File: config.mk
export PLATFORM = sky130hd
export DESIGN_NAME = audio_mem_fetch_flat
export DESIGN_NICKNAME = d
export VERILOG_FILES = /design/src/rtl/audio_mem_fetch_if.sv /design/src/rtl/audio_mem_fetch.sv /design/src/flat_wrapper.sv
export SDC_FILE = /design/constraint.sdc
export NUM_CORES = 1
export LEC_CHECK = 0
export ABC_AREA = 1
export BUFFER_PORTS_ARGS = -buffer_cell sky130_fd_sc_hd__buf_4
export CAP_MARGIN = 20
export CORE_ASPECT_RATIO = 1.2
export CORE_MARGIN = 2
export CORE_UTILIZATION = 51
export CTS_BUF_LIST = sky130_fd_sc_hd__clkbuf_4 sky130_fd_sc_hd__clkbuf_8
export CTS_CLUSTER_SIZE = 28
export DETAILED_ROUTE_END_ITERATION = 8
export PLACE_DENSITY = 0.79
export SETUP_SLACK_MARGIN = 0.1
export SLEW_MARGIN = 20
export SYNTH_ARGS = -nofsm -noshare
export SYNTH_HDL_FRONTEND = slang
export SYNTH_SLANG_ARGS = --single-unit
File: constraint.sdc
create_clock -name clk -period 1.7 [get_ports clk]
set_input_delay 0 -clock clk [delete_from_list [all_inputs] [get_ports clk]]
set_output_delay 0 -clock clk [all_outputs]
set_load 0.005 [all_outputs]
File: src/rtl/audio_mem_fetch_if.sv
// Mixer fetch handshake plus VRAM/TILE arbiter request bus for audio_mem_fetch.
// slave is the fetch controller; master is the mixer/arbiter side driving it.
interface audio_mem_fetch_if;
    logic        fetch_i;
    logic        tile_i;
    logic [15:0] addr_i;
    logic        ack_o;
    logic [15:0] word_o;
    logic        vram_req_o;
    logic        tile_req_o;
    logic        vram_grant_i;
    logic        tile_grant_i;
    logic [15:0] mem_addr_o;
    logic [15:0] vram_data_i;
    logic [15:0] tile_data_i;

    modport slave (
        input  fetch_i, tile_i, addr_i, vram_grant_i, tile_grant_i, vram_data_i, tile_data_i,
        output ack_o, word_o, vram_req_o, tile_req_o, mem_addr_o
    );

    modport master (
        output fetch_i, tile_i, addr_i, vram_grant_i, tile_grant_i, vram_data_i, tile_data_i,
        input  ack_o, word_o, vram_req_o, tile_req_o, mem_addr_o
    );
endinterface

File: src/rtl/audio_mem_fetch.sv
// Audio sample-memory fetch controller: periodic DMA start pulse and single-word
// mixer fetches through a VRAM/TILE req/grant handshake, always answered by one ack.
module audio_mem_fetch #(
    parameter int DMA_INTERVAL = 400,
    parameter int RD_LAT       = 1,
    parameter int TIMEOUT      = 1023
) (
    input  logic              clk,
    input  logic              reset_n_i,
    input  logic              audio_enable_i,
    output logic              dma_start_o,
    audio_mem_fetch_if.slave  bus,
    output logic              busy_o,
    output logic              err_timeout_o,
    output logic              err_overrun_o
);
    localparam logic [15:0] INTERVAL_RELOAD = 16'(DMA_INTERVAL - 1);
    localparam logic [15:0] TIMEOUT_LAST    = 16'(TIMEOUT - 1);
    localparam logic [1:0]  LAT_LOAD        = 2'(RD_LAT - 1);

    typedef enum logic [1:0] {IDLE, REQ, WAIT, ACK} state_t;

    state_t      state_reg;
    logic [15:0] int_cnt_reg;
    logic        dma_start_reg;
    logic        tile_sel_reg;
    logic [15:0] addr_reg;
    logic [15:0] to_cnt_reg;
    logic [1:0]  lat_cnt_reg;
    logic        vram_req_reg;
    logic        tile_req_reg;
    logic        ack_reg;
    logic [15:0] word_reg;
    logic        err_timeout_reg;
    logic        err_overrun_reg;
    logic        grant_sel;

    assign grant_sel = tile_sel_reg ? bus.tile_grant_i : bus.vram_grant_i;

    // DMA cadence runs independently of the fetch FSM; disable parks it at reload.
    always_ff @(posedge clk or negedge reset_n_i) begin
        if (!reset_n_i) begin
            int_cnt_reg   <= INTERVAL_RELOAD;
            dma_start_reg <= 1'b0;
        end else if (!audio_enable_i) begin
            int_cnt_reg   <= INTERVAL_RELOAD;
            dma_start_reg <= 1'b0;
        end else if (int_cnt_reg == 16'd0) begin
            int_cnt_reg   <= INTERVAL_RELOAD;
            dma_start_reg <= 1'b1;
        end else begin
            int_cnt_reg   <= int_cnt_reg - 16'd1;
            dma_start_reg <= 1'b0;
        end
    end

    always_ff @(posedge clk or negedge reset_n_i) begin
        if (!reset_n_i) begin
            state_reg       <= IDLE;
            tile_sel_reg    <= 1'b0;
            addr_reg        <= 16'd0;
            to_cnt_reg      <= 16'd0;
            lat_cnt_reg     <= 2'd0;
            vram_req_reg    <= 1'b0;
            tile_req_reg    <= 1'b0;
            ack_reg         <= 1'b0;
            word_reg        <= 16'd0;
            err_timeout_reg <= 1'b0;
            err_overrun_reg <= 1'b0;
        end else begin
            ack_reg         <= 1'b0;
            err_timeout_reg <= 1'b0;
            err_overrun_reg <= bus.fetch_i && (state_reg != IDLE);
            case (state_reg)
                IDLE: begin
                    if (bus.fetch_i) begin
                        tile_sel_reg <= bus.tile_i;
                        addr_reg     <= bus.addr_i;
                        to_cnt_reg   <= 16'd0;
                        vram_req_reg <= ~bus.tile_i;
                        tile_req_reg <= bus.tile_i;
                        state_reg    <= REQ;
                    end
                end
                REQ: begin
                    // Grant wins over disable/timeout: once granted the read is committed.
                    if (grant_sel) begin
                        vram_req_reg <= 1'b0;
                        tile_req_reg <= 1'b0;
                        lat_cnt_reg  <= LAT_LOAD;
                        state_reg    <= WAIT;
                    end else if (!audio_enable_i || (to_cnt_reg == TIMEOUT_LAST)) begin
                        vram_req_reg    <= 1'b0;
                        tile_req_reg    <= 1'b0;
                        word_reg        <= 16'd0;
                        ack_reg         <= 1'b1;
                        err_timeout_reg <= audio_enable_i;
                        state_reg       <= ACK;
                    end else begin
                        to_cnt_reg <= to_cnt_reg + 16'd1;
                    end
                end
                WAIT: begin
                    if (lat_cnt_reg == 2'd0) begin
                        word_reg  <= tile_sel_reg ? bus.tile_data_i : bus.vram_data_i;
                        ack_reg   <= 1'b1;
                        state_reg <= ACK;
                    end else begin
                        lat_cnt_reg <= lat_cnt_reg - 2'd1;
                    end
                end
                ACK: begin
                    state_reg <= IDLE;
                end
                default: begin
                    state_reg <= IDLE;
                end
            endcase
        end
    end

    assign dma_start_o    = dma_start_reg;
    assign busy_o         = (state_reg != IDLE);
    assign err_timeout_o  = err_timeout_reg;
    assign err_overrun_o  = err_overrun_reg;
    assign bus.ack_o      = ack_reg;
    assign bus.word_o     = word_reg;
    assign bus.vram_req_o = vram_req_reg;
    assign bus.tile_req_o = tile_req_reg;
    assign bus.mem_addr_o = addr_reg;
endmodule
File: src/flat_wrapper.sv
// flat-port wrapper written by rule: the top's interface ports become plain ports
module audio_mem_fetch_flat 
#(
    parameter int DMA_INTERVAL = 400,
    parameter int RD_LAT       = 1,
    parameter int TIMEOUT      = 1023
)
  (clk, reset_n_i, audio_enable_i, dma_start_o, busy_o, err_timeout_o, err_overrun_o, bus_fetch_i, bus_tile_i, bus_addr_i, bus_vram_grant_i, bus_tile_grant_i, bus_vram_data_i, bus_tile_data_i, bus_ack_o, bus_word_o, bus_vram_req_o, bus_tile_req_o, bus_mem_addr_o);
  audio_mem_fetch_if bus_i ();
  input  logic clk;
  input  logic reset_n_i;
  input  logic audio_enable_i;
  output logic dma_start_o;
  output logic busy_o;
  output logic err_timeout_o;
  output logic err_overrun_o;
  input wire logic [$bits(bus_i.fetch_i)-1:0] bus_fetch_i;
  input wire logic [$bits(bus_i.tile_i)-1:0] bus_tile_i;
  input wire logic [$bits(bus_i.addr_i)-1:0] bus_addr_i;
  input wire logic [$bits(bus_i.vram_grant_i)-1:0] bus_vram_grant_i;
  input wire logic [$bits(bus_i.tile_grant_i)-1:0] bus_tile_grant_i;
  input wire logic [$bits(bus_i.vram_data_i)-1:0] bus_vram_data_i;
  input wire logic [$bits(bus_i.tile_data_i)-1:0] bus_tile_data_i;
  output wire logic [$bits(bus_i.ack_o)-1:0] bus_ack_o;
  output wire logic [$bits(bus_i.word_o)-1:0] bus_word_o;
  output wire logic [$bits(bus_i.vram_req_o)-1:0] bus_vram_req_o;
  output wire logic [$bits(bus_i.tile_req_o)-1:0] bus_tile_req_o;
  output wire logic [$bits(bus_i.mem_addr_o)-1:0] bus_mem_addr_o;
  assign bus_i.fetch_i = bus_fetch_i;
  assign bus_i.tile_i = bus_tile_i;
  assign bus_i.addr_i = bus_addr_i;
  assign bus_i.vram_grant_i = bus_vram_grant_i;
  assign bus_i.tile_grant_i = bus_tile_grant_i;
  assign bus_i.vram_data_i = bus_vram_data_i;
  assign bus_i.tile_data_i = bus_tile_data_i;
  assign bus_ack_o = bus_i.ack_o;
  assign bus_word_o = bus_i.word_o;
  assign bus_vram_req_o = bus_i.vram_req_o;
  assign bus_tile_req_o = bus_i.tile_req_o;
  assign bus_mem_addr_o = bus_i.mem_addr_o;
  audio_mem_fetch #(.DMA_INTERVAL(DMA_INTERVAL), .RD_LAT(RD_LAT), .TIMEOUT(TIMEOUT)) u_core (.clk(clk), .reset_n_i(reset_n_i), .audio_enable_i(audio_enable_i), .dma_start_o(dma_start_o), .bus(bus_i), .busy_o(busy_o), .err_timeout_o(err_timeout_o), .err_overrun_o(err_overrun_o));
endmodule
==> reports/results.tsv, run 1 <==
metric	value	unit
status	finished, violations left	
failing checks	setup timing	
total grt overflow	0	
vias per cell	5.55	
Peak Freq	572	MHz
final worst slack	-0.0485	ns
CP Max Fanout	4	
PwrDens	1450	mW/mm^2
crit path capture type	flip-flop	
GPL Wtd Cong	0.889	
CP most frequent cell	buf_4	
Slew Viols, Final	0	
Clk pin slew, worst setup/hold paths	0.09	ns
Reg2Reg Setup Slack	-0.05	ns
core area	0.00775	sq mm
worst r2r src	u_core.state_reg[1]	
WP data required	1.98	ns
DP Wirelength	7290	um
Total GRT Usage	26.1	%
crit path time final	1.75	ns
first-pass GRT wire length	18100	um
Hold Crit Class	in -> reg	
worst setup path end	u_core.lat_cnt_reg[0]	
Max IR drop VDD	1.17	mV
CTS max path bufs	2	
vias	4244	
synthesized flop and latch total	75	
Avg WL per Cell	16.7	um
commonest cells after routing, fill and taps aside	159 x nand2_1, 119 x buf_4, 69 x dfrtp_1	
CTS tree	yes	
Crit path arrival time	2.03	ns
WP buf/inv	3	
Sink Count	75	
Avg Cell Area, Syn	7.91	sq um
RSZ-0062 raised after global routing	true	
post-synth design cell area	0.00411	sq mm
Distinct cells, synth	30	
# diodes	0	
Row Count	35	
crit path launch type	flip-flop	
worst hold start	bus_vram_data_i[2]	
drt first pass iters	5	
post-route clock period utilization	103	%
relative slew slack	67.3	%
root buf cell	clkbuf_8	
measured slew at the worst slew-check pin	0.490	ns
leakage power figure	0.00288	uW
DRT iter0 DRCs	289	
Starting Density	53.0	%
crit-path cells	buf_4, ha_4, buf_4, buf_4, nand2_1, nand2_1, nor2_2, nand3_1, o21ai_0	
kind of critical path	reg -> reg	
# setup viols final	10	
Top Family by Delay on Critical Path	simple AND/OR/NAND/NOR gates	
Ys Warns	0	
layout cells sized above 1	35.4	%
Hold Slack	0.00671	ns
Slowest cell on crit path	dfrtp_1	
Layout area overhead	44.0	%
cell count along the critical path	9	
CP peak stage delay	0.45	ns
most common cell after layout, fill and taps aside	nand2_1	
skew final	0.0173	ns
FF-to-FF End	u_core.lat_cnt_reg[0]	
Syn Inst Count	519	
r2r worst-path depth	9	
final WL	12800	um
Ports	94	
port bufs	93	
Die H	102	um
total CTS buffers	9	
initial antenna violation count	0	
Tot Pwr	8580	uW
number of global-route vias before repair	3988	
CP startpoint	u_core.state_reg[1]	
total of max-cap violations	0	
H-tree depth	3	
DRC viols	0	
Fin. Hold Viols	0	
Clock Latency Late Sink	0.37	ns
Routed Antenna Nets	0	
synthesized net count	581	
die width	85.9	um
die area	0.00879	sq mm
Total Nets Final	729	
largest net degree at the start of global routing	41	
Seq/Total Area, Yosys	45.9	%
-- report_power, final --
group	switching, uW	internal [uW]	leakage (uW)
clock	776	704	0.000102
combinational	2470	2170	0.00181
sequential	279	2190	0.000974
total	3530	5050	0.00288
-- Yosys cell counts --
library cell,instances,area share (%)
o21ai_2,1,0.21
nand3_4,3,1.3
dfstp_2,6,3.8
or2_2,1,0.15
nand3_2,1,0.24
xor2_1,12,2.6
buf_4,3,0.55
o21bai_1,2,0.37
nand2_2,2,0.30
nand3_1,55,6.7
nand4_1,8,1.2
dfrtp_1,69,42
xnor2_1,5,1.1
nand2_4,4,1.1
o21ai_0,7,0.85
ha_1,7,2.1
a21oi_2,1,0.21
inv_4,2,0.30
clkbuf_1,4,0.37
a21oi_4,1,0.40
inv_2,3,0.27
mux2_2,16,4.4
nor3_1,3,0.37
nand2_1,169,15
nor2_1,71,6.5
a21oi_1,18,2.2
buf_6,3,0.82
nor3_2,1,0.24
inv_1,36,3.3
buf_2,5,0.61
-- cell type report --
type / instances / area (sq um)
inverters: 41 / 161
clock buffers: 9 / 124
clock inverters: 7 / 83.8
flip-flops and latches: 75 / 1880
fillers: 474 / 1840
well taps: 92 / 115
multi-input cells: 389 / 2250
repair buffers: 151 / 1300
-- worst min path at each step --
stage               depth (start not counted)                        to  slack (ns)
detailed placement                          1  u_core.bus.mem_addr_o[6]      -0.009
CTS                                         5      u_core.bus.word_o[3]       0.002
floorplan                                   0          u_core.bus.ack_o       -0.30
finish                                      5      u_core.bus.word_o[2]       0.007
global route                                5     u_core.bus.word_o[11]        0.03
global placement                            1  u_core.bus.mem_addr_o[6]      -0.008
-- cells by family after synthesis --
logic type      after synthesis  synth area share, %
mux                          16                 4.39
flops                        75                 45.9
simple gates                318                 33.5
xor+xnor                     17                 3.62
fa+ha+maj                     7                 2.13
buf+inv                      56                 6.21
compound gates               30                 4.23
-- tightest hold or removal path, stage by stage --
cell and delay [ns]:
buf_4 0.11, nand2_1 0.05, a21oi_1 0.07, nand3_2 0.07, nand2_1 0.04
-- timing repair --
action / in CTS / in global routing
endpoints found under the setup margin: 64 / 51
hold buffers: 20 / 0
hold endpoints to repair: 68 / 0
gates cloned: 0 / 4
pin swaps: 1 / 22
resized for setup: 15 / 52
setup buffers: 5 / 6
-- metal layers --
layer  routed length, um  part of all wire [%]  global-route usage (%)
met5                   0                     0                       0
met4                 516                   4.0                    14.0
met1                4590                    36                    30.1
met2                6840                    54                    44.9
met3                 806                   6.3                    6.30
-- per-stage QoR --
step / setup slack (ns) / cells / setup TNS [ns] / utilization [%] / cell area [sq um]
after detailed placement: -0.0920 / 713 / -1.13 / 65.1 / 5040
after CTS: 0.0866 / 754 / 0 / 71.9 / 5570
after global placement: -0.00481 / 713 / -0.0294 / 65.1 / 5040
after global routing: -0.113 / 764 / -1.47 / 76.3 / 5910
after floorplan: 0.0946 / 519 / 0 / - / 4110
final: -0.0485 / 764 / -0.189 / 76.3 / 5910
Note: power is estimated with default switching activity, not from simulation.
==> inputs of run 2 (changes only) <==
--- a/config.mk
+++ b/config.mk
@@ -14,6 +14,7 @@
 export CTS_BUF_LIST = sky130_fd_sc_hd__clkbuf_4 sky130_fd_sc_hd__clkbuf_8
 export CTS_CLUSTER_SIZE = 28
 export DETAILED_ROUTE_END_ITERATION = 8
+export GPL_TIMING_DRIVEN = 0
 export PLACE_DENSITY = 0.79
 export SETUP_SLACK_MARGIN = 0.1
 export SLEW_MARGIN = 20
==> run 2 against run 1 <==
  * The flow still finishes with violations (setup timing)
  * Final area down 1.0%
  * Die area unchanged
  * Hold slack better by 0.00084 ns
  * Clock skew down 0.0053 ns
  * Combinational power down 5.0%
  * Non-clock buffer count up 5
  * Via count up 0.64%
  * Sequential share of layout area up 0.37 points
  * Critical endpoint is now u_core.to_cnt_reg[0]
==> reports/results.tsv, run 2 (synthesis results as in run 1) <==
metric	value	unit	change
vias per cell	5.55		about the same
CTS max path bufs	2		unchanged
H-tree depth	3		unchanged
failing checks	setup timing		
total grt overflow	0		unchanged
# setup viols final	24		+14
leakage power figure	0.00289	uW	+0.26%
drt first pass iters	5		unchanged
clock network fraction of total power	21.5	%	+4.3 points
Slowest cell on crit path	dfrtp_2		
FF-to-FF End	u_core.to_cnt_reg[0]		
Avg WL per Cell	16.8	um	+0.32%
skew final	0.0119	ns	-0.00533 ns
PwrDens	1490	mW/mm^2	+3.0%
first-pass GRT wire length	18400	um	+1.7%
Layout area overhead	42.5	%	
vias	4271		+0.64%
relative slew slack	38.0	%	-29 points
worst hold start	bus_vram_data_i[4]		
final WL	12900	um	+0.98%
# diodes	0		unchanged
Starting Density	53.0	%	unchanged
switching share of power	38.8	%	-2.3 points
final worst slack	-0.143	ns	-0.0947 ns
commonest cells after routing, fill and taps aside	158 x nand2_1, 116 x buf_4, 67 x dfrtp_1		
DP Wirelength	6860	um	-5.8%
CTS tree	yes		
root buf cell	clkbuf_8		
Clk pin slew, worst setup/hold paths	0.09	ns	about the same
# fillers	496		+4.6%
layout cells sized above 1	33.5	%	-1.9 points
Sink Count	75		unchanged
crit path capture type	flip-flop		
Multi-input gate area	0.00216	sq mm	-3.9%
Hold Crit Class	in -> reg		
crit path time final	1.84	ns	+0.0947 ns
core area	0.00775	sq mm	unchanged
total of max-cap violations	0		unchanged
crit path launch type	flip-flop		
CP Max Fanout	5		+1
largest net degree at the start of global routing	76		+85%
die area	0.00879	sq mm	unchanged
Total GRT Usage	26.3	%	+0.22 points
Row Count	35		unchanged
WP data required	1.93	ns	-0.05 ns
RSZ-0062 raised after global routing	true		
Peak Freq	543	MHz	-5.1%
setup_tns	-1.16	ns	-0.975 ns
number of global-route vias before repair	3914		-1.9%
crit-path cells	inv_4, ha_4, buf_6, inv_4, nand2_4, nand2_4, a21oi_4, nand3_4, buf_4, nand3_1, nand2_1		
status	finished, violations left		
Crit path arrival time	2.08	ns	+0.05 ns
placed insts	703		-1.4%
Die H	102	um	unchanged
hold path depth	5		unchanged
DRT iter0 DRCs	254		-12%
NetSw	3400	uW	-3.7%
r2r worst-path depth	11		+2
CP peak stage delay	0.46	ns	about the same
Comb pwr share	50.4	%	-3.6 points
Routed Antenna Nets	0		unchanged
most common cell after layout, fill and taps aside	nand2_1		
GPL Wtd Cong	0.936		+5.3%
DRC viols	0		unchanged
pre-CTS WS	-0.143	ns	-0.0511 ns
Int Power	5350	uW	+5.8%
Sequential Area	0.00189	sq mm	+0.13%
total CTS buffers	9		unchanged
worst r2r src	u_core.state_reg[0]		
initial antenna violation count	0		unchanged
Clock Latency Late Sink	0.35	ns	-0.02 ns
die width	85.9	um	unchanged
Tot Pwr	8750	uW	+1.9%
non-filler instance count after layout	769		+0.65%
hold path endpoint	u_core.bus.word_o[4]		
port bufs	92		-1.1%
Ports	94		unchanged
post-route clock period utilization	108	%	+5.6 points
Fin. Hold Viols	0		unchanged
Reg2Reg Setup Slack	-0.14	ns	-0.09 ns
kind of critical path	reg -> reg		
measured slew at the worst slew-check pin	0.930	ns	+0.440 ns
Total Nets Final	734		+0.69%
Slew Viols, Final	0		unchanged
Max IR drop VDD	1.36	mV	+16%
sequential power share	28.1	%	-0.6 points
[run 2: changes by cell type in the layout (fill, tap and decap cells not counted), moves of 3 or more]
cell / before / now
ha_2: 0 / 3
buf_4: 119 / 116
buf_12: 5 / 0
buf_6: 5 / 12
buf_2: 0 / 4
nand3_2: 23 / 5
nand3_1: 32 / 51
bufinv_16: 1 / 4
[run 2: worst max-delay path by stage]
stage | from | to
floorplan | u_core.state_reg[0] | u_core.to_cnt_reg[10]
detailed placement | u_core.state_reg[0] | u_core.bus.word_o[9]
global placement | u_core.state_reg[0] | u_core.bus.word_o[7]
global route | u_core.to_cnt_reg[0] | u_core.to_cnt_reg[0]
finish | u_core.state_reg[0] | u_core.to_cnt_reg[0]
CTS | u_core.state_reg[1] | u_core.to_cnt_reg[14]
[run 2: worst max-delay path: cells and delay by family, from the launching register on]
kind / cells / cell delay (ns)
flops: 1 / 0.46
compound gates: 1 / 0.15
simple gates: 5 / 0.49
buf+inv: 4 / 0.47
fa+ha+maj: 1 / 0.14
[run 2: per-layer routing]
layer,vias to the layer above,global-route usage [%],share of wire [%]
met4,0,10.4,4.4
met3,66,5.17,6.1
li1,1967,-,-
met2,225,48.2,54
met5,-,0,0
met1,2013,30.1,36
[run 2: layout make-up]
| class | count | share of cell area (%) |
|---|---|---|
| buffer | 15 | 2.07 |
| multi-input combinational | 389 | 36.9 |
| tap | 92 | 1.97 |
| inverter | 41 | 2.89 |
| timing repair buffer | 141 | 19.3 |
| sequential | 75 | 32.2 |
| clock inverter | 7 | 2.52 |
| clock buffer | 9 | 2.12 |
[run 2: power by group through the flow]
stage	logic, uW	registers, uW	clock network (uW)
2_1_floorplan	1930	2430	0
3_5_place_dp	3060	2440	0
6_report	4410	2460	1880
5_1_grt	4710	2490	1980
4_1_cts	3670	2410	1870
3_3_place_gp	2980	2410	0
[run 2: through the flow]
stage	instance area, sq um	utilization, %	hold slack (ns)
floorplan	4110	-	-0.296
global placement	4920	63.4	0.189
detailed placement	4920	63.4	0.200
CTS	5630	72.6	0.00140
global route	5850	75.5	0.0185
finish	5850	75.5	0.00755
[run 2: repair_timing]
item / 4_1_cts / 5_1_grt
pin swaps: 8 / 9
gates cloned: 2 / 1
buffers inserted: 20 / 7
resized for setup: 24 / 47
hold buffers: 20 / 0
hold endpoints to repair: 89 / 0
setup endpoints to repair: 58 / 61
